$ cat src/rtl/traffic_light_fsm.sv
// Two-road traffic light sequencer: main road rests green, and a latched side-road
// request is served through yellow / all-red / side-green / side-yellow / all-red.
module traffic_light_fsm #(
  parameter int MIN_GREEN  = 8,
  parameter int YELLOW     = 3,
  parameter int ALL_RED    = 1,
  parameter int SIDE_GREEN = 6,
  parameter int CNT_W      = 4
) (
  input  logic       clk,
  input  logic       reset,
  input  logic       req,
  output logic [2:0] main_lt,
  output logic [2:0] side_lt,
  output logic       req_pend,
  output logic       served
);

  typedef enum logic [2:0] {
    MG  = 3'd0,
    MY  = 3'd1,
    AR1 = 3'd2,
    SG  = 3'd3,
    SY  = 3'd4,
    AR2 = 3'd5
  } state_t;

  localparam logic [CNT_W-1:0] MG_LAST = CNT_W'(MIN_GREEN - 1);
  localparam logic [CNT_W-1:0] Y_LAST  = CNT_W'(YELLOW - 1);
  localparam logic [CNT_W-1:0] AR_LAST = CNT_W'(ALL_RED - 1);
  localparam logic [CNT_W-1:0] SG_LAST = CNT_W'(SIDE_GREEN - 1);

  localparam logic [2:0] LAMP_G = 3'b001;
  localparam logic [2:0] LAMP_Y = 3'b010;
  localparam logic [2:0] LAMP_R = 3'b100;

  state_t             state_q, state_d;
  logic [CNT_W-1:0]   timer_q, timer_d;
  logic               req_pend_q, req_pend_d;

  always_comb begin
    state_d = state_q;
    timer_d = timer_q + CNT_W'(1);
    case (state_q)
      MG: begin
        // Timer parks at its last value so main green can rest indefinitely.
        if (timer_q == MG_LAST) begin
          timer_d = timer_q;
          if (req_pend_q || req) begin
            state_d = MY;
            timer_d = '0;
          end
        end
      end
      MY:  if (timer_q == Y_LAST)  begin state_d = AR1; timer_d = '0; end
      AR1: if (timer_q == AR_LAST) begin state_d = SG;  timer_d = '0; end
      SG:  if (timer_q == SG_LAST) begin state_d = SY;  timer_d = '0; end
      SY:  if (timer_q == Y_LAST)  begin state_d = AR2; timer_d = '0; end
      AR2: if (timer_q == AR_LAST) begin state_d = MG;  timer_d = '0; end
      default: begin
        state_d = MG;
        timer_d = '0;
      end
    endcase
  end

  // A request that immediately launches MY is consumed directly and never latched.
  always_comb begin
    req_pend_d = req_pend_q;
    if (state_d == SG && state_q != SG) begin
      req_pend_d = 1'b0;
    end else if (req && (state_q inside {MG, MY, AR1}) &&
                 !(state_q == MG && state_d == MY)) begin
      req_pend_d = 1'b1;
    end
  end

  always_ff @(posedge clk or posedge reset) begin
    if (reset) begin
      state_q    <= MG;
      timer_q    <= '0;
      req_pend_q <= 1'b0;
    end else begin
      state_q    <= state_d;
      timer_q    <= timer_d;
      req_pend_q <= req_pend_d;
    end
  end

  always_comb begin
    main_lt = LAMP_G;
    side_lt = LAMP_R;
    case (state_q)
      MG:      begin main_lt = LAMP_G; side_lt = LAMP_R; end
      MY:      begin main_lt = LAMP_Y; side_lt = LAMP_R; end
      AR1:     begin main_lt = LAMP_R; side_lt = LAMP_R; end
      SG:      begin main_lt = LAMP_R; side_lt = LAMP_G; end
      SY:      begin main_lt = LAMP_R; side_lt = LAMP_Y; end
      AR2:     begin main_lt = LAMP_R; side_lt = LAMP_R; end
      default: begin main_lt = LAMP_G; side_lt = LAMP_R; end
    endcase
  end

  assign req_pend = req_pend_q;
  assign served   = (state_q == AR2) && (timer_q == AR_LAST);

endmodule
$ cat config.mk
export PLATFORM = sky130hd
export DESIGN_NAME = traffic_light_fsm
export DESIGN_NICKNAME = d
export VERILOG_FILES = /design/src/rtl/traffic_light_fsm.sv
export SDC_FILE = /design/constraint.sdc
export NUM_CORES = 1
export LEC_CHECK = 0
export BUFFER_PORTS_ARGS = -buffer_cell sky130_fd_sc_hd__buf_4
export CORE_MARGIN = 4
export CORE_UTILIZATION = 55
export CTS_CLUSTER_DIAMETER = 200
export CTS_CLUSTER_SIZE = 24
export DETAILED_ROUTE_END_ITERATION = 10
export GPL_ROUTABILITY_DRIVEN = 0
export HOLD_SLACK_MARGIN = 0.1
export PLACE_DENSITY = 0.77
export SYNTH_ARGS = -nofsm -noshare
export SYNTH_HDL_FRONTEND = slang
export SYNTH_SLANG_ARGS = --single-unit
export TNS_END_PERCENT = 1
$ cat constraint.sdc
create_clock -name clk -period 2.7 [get_ports clk]
set_input_delay 0.54 -clock clk [delete_from_list [all_inputs] [get_ports clk]]
set_output_delay 0.54 -clock clk [all_outputs]
set_load 0.01 [all_outputs]
# After elaboration in Yosys (flattened, before gate mapping)
# Index checks and enable logic that the tools add are counted.
# totals
register_bits	8
elab_cells	48
output_inout_bits	8
input_bits	3
# classes
n_eq_ne	12
addsub	1
n_reduce_logical	14
mux	18
# op_table
cell	n
3-bit 2-to-1 mux	7
4-bit 2-to-1 mux	5
3-bit case mux with 6 select lines	1
4-bit case mux with 4 select lines	1
3-bit case mux with 2 select lines	2
3-bit by 2-bit equality test with 1-bit output, second input constant	3
4-bit by 3-bit equality test with 1-bit output, second input constant	2
3-bit by 1-bit equality test with 1-bit output, second input constant	2
3-bit equality test, second input constant	2
1-bit logical AND	5
4-bit by 1-bit adder with 4-bit output, second input constant	1
4-bit by 2-bit equality test with 1-bit output, second input constant	1
4-bit logical NOT	1
2-bit OR reduction	2
4-bit OR reduction	1
3-bit logical NOT	1
3-bit by 2-bit != test with 1-bit output, second input constant	1
3-bit != test, second input constant	1
3-bit nonzero test	1
1-bit 2-to-1 mux	2
2-bit nonzero test	1
1-bit logical NOT	1
1-bit logical OR	1

# Logic depth before layout (Yosys ltp)
# Gate-level depths: netlist (run 1).
# depth
ltp_word	10
ltp_mapped	6
mapped_depth_nobuf	6

# Worst setup path after synthesis (run 1)
# OpenSTA, ideal clock, no wires.
# synth_timing
kind	register -> register
from	register timer_q[0]
to	register timer_q[0]
path_buffers	0
path_slack_ps	856
synth_period_minus_slack_ps	1844
setup_time_ps	125
path_stages_with_launch	7
required_ps	2575
arrival_time_ps	1720
path_cell_list	dfrtp_1 inv_1 ha_1 or4b_4 a32oi_2 nand3_2 mux2_2
# synth_between
elab_chain_len	3
word_cells_on_any_way	11
cone_classes	1 x add/sub; 4 x eq/ne; 5 x mux; 1 x reduce/logical
# synth_rtl
item	line	rtl
start, declared	38	logic [CNT_W-1:0] timer_q, timer_d;
start signal, assigned	85	timer_q <= timer_d;
4-bit by 1-bit adder with 4-bit output (tied with other cells)	43	timer_d = timer_q + CNT_W'(1);
4-bit 2-to-1 mux, on equally long branches	--	
4-bit case mux with 4 select lines	44	case (state_q)
# Parallel ways exist; a longest one is shown, timed or not.
# A chain may end at the register's enable or synchronous reset.

# Worst setup path in the final report (run 1)
# layout_timing
from	register state_q[1]
to	output port side_lt[2]
# layout_between
elab_chain_len	2
word_cells_on_any_way	3
cone_classes	2 x eq/ne; 1 x mux
# layout_rtl
item	line	rtl
start, declared	37	state_t state_q, state_d;
start signal, assigned	84	state_q <= state_d;
3-bit equality test or 3-bit by 2-bit equality test with 1-bit output (tied branches)	93	case (state_q)
3-bit case mux with 2 select lines *	93	
end, declared	14	output logic [2:0] side_lt,
# Every way passes the cells marked *; elsewhere a longest branch is shown, timed or not.

==> results of run 1 <==
[through the flow]
stage | instance area, µm² | hold WS, ps | instances
after floorplan | 734 | 356 | 89
after global placement | 796 | 521 | 107
after detailed placement | 796 | 526 | 107
after CTS | 818 | 240 | 110
after global routing | 818 | 247 | 110
final | 818 | 229 | 110
[registers in the layout, indices dropped and copies added (netlist names)]
name / count
req_pend: 1
state_q: 3
timer_q: 4
[power by group]
part           internal (µW)  total, µW  switching [µW]
clock network           51.2       96.9            45.7
logic                   2.26       5.50            3.24
registers                120        120               0
[critical path, cell delays in order, from the launching register on]
cell,delay (ps)
dfrtp_1,580
nor3b_1,470
nor2_1,100
buf_4,160
[cells by family after synthesis]
family          count (synthesis)  share of synthesized area (%)
fa+ha+maj                       4                           6.81
simple gates                   41                           33.7
xor+xnor                        1                           1.19
mux                             2                           2.90
compound gates                 20                           20.3
buf+inv                        13                           7.84
flops                           8                           27.3
[cell type report]
| cell class | instances | area share, % |
|---|---|---|
| multi-input combinational | 68 | 58.3 |
| timing repair buffer | 10 | 9.17 |
| tap | 14 | 2.14 |
| inverter | 7 | 3.21 |
| sequential | 8 | 24.5 |
| clock buffer | 3 | 2.75 |
[per-layer routing]
| metal | vias to the layer above | routed length, µm | track usage (%) |
|---|---|---|---|
| li1 | 338 | - | - |
| met1 | 333 | 809 | 27.2 |
| met2 | 11 | 714 | 25.2 |
| met3 | 3 | 75 | 4.88 |
| met4 | 0 | 23 | 9.04 |
| met5 | - | 0 | 0 |
[cells in the mapped netlist, types with 2 or more instances]
master / instances
o21ai_0: 4
dfrtp_1: 8
clkbuf_1: 4
inv_1: 7
nand3b_1: 3
nor3b_1: 3
ha_1: 4
nor2b_1: 3
nor2_1: 9
and3_1: 2
nor3_1: 4
a21oi_1: 4
nand2_1: 6
nand3_1: 3
[final timing paths]
path	startpoint	end	slack (ps)	cells after the start
min in group clk	timer_q[1]	timer_q[1]	620	1
setup reg to reg	timer_q[0]	timer_q[0]	710	6
max in group asynchronous	reset	timer_q[1]	2230	2
hold reg to reg	timer_q[1]	timer_q[1]	620	1
hold / removal	reset	state_q[0]	230	2
setup / recovery	state_q[1]	side_lt[2]	600	3
==> out/results.tsv, run 1 <==
metric	value	unit
Core ar.	1190	µm²
clk_lat worst skew	260	ps
Overall Global Routing Usage	18.8	%
power density over the cells	272	nW/µm²
Area Overhead vs Synth	11.4	%
drt wl/cell	14.8	µm
number of global-route vias before repair	581	
Worst-Margin Slew	558	ps
Final WS setup	595	ps
nets@finish	105	
CTS tree	built	
max cap viols	0	
asr flop ratio synth	100	%
gr ovfl total	0	
Slew Limit Fails	0	
clock buffer depth	2	
register area share after synthesis	27.3	%
Post-DP HPWL	1200	µm
Multi-input gate area	477	µm²
Die Width	44.5	µm
crit share post-route	77.9	%
fin util	69.0	%
endpoints failing hold	0	
HP Class	in2async	
post-synthesis cell type count	39	
ys flop type	dfrtp_1	
I/O Pins	11	
Post-Syn Nets	96	
Mapped Area	734	µm²
Synthesis Warnings	0	
die area	1980	µm²
die height	44.5	µm
Max-Slew Margin vs Limit	62.8	%
Synth Area per Inst	8.25	µm²
H-tree depth	1	
Hold-fix buffers, CTS	0	
post-CTS setup buffer count	0	
pin count of the biggest net entering global routing	19	
DR iter-0 viols	13	
clk sinks	8	
FF+latch count, synth	8	
Final Skew	2.69	ps
Max FO, Critical Path	18	
Post-Place Setup Slack	715	ps
fmax	475	MHz
CTS root buf	clkbuf_4	
WS Path Type	reg2out	
Total Wirelength	1620	µm
setup TNS	0	ps
status	complete, no violations	
CP Capture Type	output port	
first-pass GRT wire length	2680	µm
Initial Utilization	61.9	%
vias post-DR	685	
Req. time, crit path	2160	ps
share of layout cells above drive strength 1	19.8	%
final worst path period need	2100	ps
Ant. Diodes	0	
Pleak	0.000393	µW
Remaining DRCs	0	
number of I/O port buffers	10	
top-area cell type share of the netlist area	27.3	%
total power	222	µW
synthesized instance count	89	
Worst Path Arrival	1560	ps
largest area contributor in the netlist	dfrtp_1	
crit path launch type	register	
1st-pass router iterations	4	
Via density	6.23	
maximum vdd drop	221	µV
DRT antenna net count	0	
CTS resizes	0	
FF/Latch Area	200	µm²
RSZ-0062 raised after global routing	false	
number of buffers created by CTS	3	
row count	12	
commonest non-fill, non-tap cell in the layout	buf_4	
initial antenna violation count	0	
Post-synth EDFFs	0	
clock transition at the registers of the reported paths	60	ps
fill count	112	
Setup violations, final	0	
top post-synthesis cells by area	dfrtp_1 (27%), ha_1 (6.8%), nor2_1 (4.6%)	
leading cell types in the layout, fill and taps excluded	buf_4 (10), nor2_1 (9), dfrtp_1 (8)	
(Power assumes the default switching activity.)
==> run 2, diff against run 1 <==
CORE_UTILIZATION = 49   (was 55)
PLACE_DENSITY = 0.73   (was 0.77)
clock period = 1.9 ns   (was 2.7 ns; I/O delays follow)
==> out/results.tsv, run 2 (synthesis gave the netlist of run 1 again) <==
metric	value	unit	change
number of global-route vias before repair	682		+17%
fmax	546	MHz	
Max FO, Critical Path	4		-14
Largest Register	timer_q		
number of buffers created by CTS	3		unchanged
WS Path Type	reg2reg		
slowest cell on the critical path	or4b_4		
crit share post-route	96.4	%	
Req. time, crit path	2030	ps	-130 ps
Post-DP HPWL	1370	µm	+14%
maximum vdd drop	284	µV	+28%
drt wl/cell	14.3	µm	-3.3%
initial antenna violation count	0		unchanged
clock transition at the registers of the reported paths	50	ps	about the same
number of I/O port buffers	10		unchanged
Reg2Reg Depth	6		unchanged
H-tree depth	1		unchanged
RSZ-0062 raised after global routing	true		
Max-Slew Margin vs Limit	75.4	%	+13 points
fill count	115		+2.7%
Pleak	0.000447	µW	+14%
critical path, cell by cell	inv_1 > ha_1 > or4b_4 > a32oi_4 > nand3_2 > mux2_2		
DR iter-0 viols	27		+14
Remaining DRCs	0		unchanged
M1 GR Usage	26.4	%	-0.77 points
worst hold path stage count	3		
die height	46.7	µm	+4.9%
reg2reg end	timer_q[0]		
Ant. Diodes	0		unchanged
fin area	923	µm²	+13%
grt met3 use	2.34	%	-2.5 points
Initial Utilization	54.4	%	-7.5 points
fin util	68.4	%	-0.59 points
CP Capture Type	register		
row count	13		+1
Worst-Margin Slew	369	ps	-189 ps
crit path launch type	register		
nets@finish	115		+9.5%
clk_lat worst skew	240	ps	-20 ps
max cap viols	0		unchanged
placed instance area	865	µm²	+8.6%
Overall Global Routing Usage	19.6	%	+0.81 points
Final Skew	1.68	ps	-1.01 ps
HP Class	in2reg		
hold path startpoint	req		
RR Startpoint	timer_q[0]		
share of layout cells above drive strength 1	29.2	%	+9.5 points
endpoints failing hold	0		unchanged
WHS Endpoint	req_pend		
Area Overhead vs Synth	25.7	%	
commonest non-fill, non-tap cell in the layout	buf_4		
Core ar.	1350	µm²	+14%
GR peak layer	met2		
first-pass GRT wire length	3030	µm	+13%
final hold slack	534	ps	+305 ps
clk sinks	8		unchanged
gr ovfl total	0		unchanged
clock buffer depth	2		unchanged
1st-pass router iterations	4		unchanged
Total Wirelength	1730	µm	+6.4%
CTS root buf	clkbuf_4		
vias post-DR	690		+0.73%
Die Width	46.7	µm	+4.9%
I/O Pins	11		unchanged
Setup violations, final	0		unchanged
Via density	5.70		-8.4%
pin count of the biggest net entering global routing	12		-7
Worst Path Arrival	1960	ps	+400 ps
power density over the cells	322	nW/µm²	+19%
die area	2180	µm²	+10%
DRT antenna net count	0		unchanged
status	complete, no violations		
CTS tree	built		
leading cell types in the layout, fill and taps excluded	buf_4 (19), nor2_1 (9), dfrtp_1 (8)		
final worst path period need	1830	ps	
r2r setup slk	70	ps	-640 ps
Slew Limit Fails	0		unchanged
Worst path max stage delay	490	ps	-90 ps
Largest register FFs	4		unchanged
met2 GRT Util	31.6	%	+6.4 points
[run 2: worst max-delay path by stage]
stage          depth (start not counted)          to  slack [ps]        from
3_5_place_dp                           6  timer_q[0]          70  timer_q[0]
4_1_cts                                3  side_lt[2]          30  state_q[2]
5_1_grt                                5      served         -40  timer_q[1]
6_report                               6  timer_q[0]          70  timer_q[0]
3_3_place_gp                           6  timer_q[0]         110  timer_q[0]
2_1_floorplan                          6  timer_q[0]          60  timer_q[0]
[run 2: where the power goes]
group | switching [µW] | total (µW) | internal (µW) | leakage (µW)
clock | 46.0 | 117 | 71.5 | 0.0000138
sequential | 0 | 171 | 171 | 0.0000973
combinational | 4.45 | 9.01 | 4.56 | 0.000336
[run 2: metrics by stage]
stage | power [µW] | std cells | setup WS [ps] | TNS (ps)
after detailed placement | 181 | 117 | 69.7 | 0
after floorplan | 177 | 89 | 55.8 | 0
after global placement | 181 | 117 | 114 | 0
after global routing | 316 | 121 | -36.7 | -78.9
after CTS | 304 | 121 | 32.7 | 0
final | 297 | 121 | 67.9 | 0
[run 2: worst max-delay path, delay by kind of cell (launching register included)]
kind / cells / cell delay (ps)
buffers and inverters: 1 / 80
muxes: 1 / 260
DFF: 1 / 370
AOI/OAI and AO/OA: 1 / 220
adders and majority gates: 1 / 190
and+or+nand+nor: 2 / 590
[run 2: what timing repair did]
| action | 4_1_cts | 5_1_grt |
|---|---|---|
| endpoints found under the setup margin | 0 | 6 |
| hold buffers | 1 | 0 |
| gates resized for setup | 0 | 4 |
| buffers inserted | 0 | 0 |
| endpoints found under the hold margin | 8 | 0 |
[run 2: routing by layer]
layer | part of all wire (%) | wire, µm
met5 | 0 | 0
met3 | 5.6 | 96
met1 | 47 | 820
met4 | 0.52 | 9
met2 | 46 | 801
[run 2: cell type report]
cell class	instances	area, µm²	share of cell area, %
repair buffers	20	153	16.5
clock buffers	3	22.5	2.44
well taps	15	18.8	2.03
flip-flops and latches	8	200	21.7
multi-input cells	68	503	54.5
inverters	7	26.3	2.85
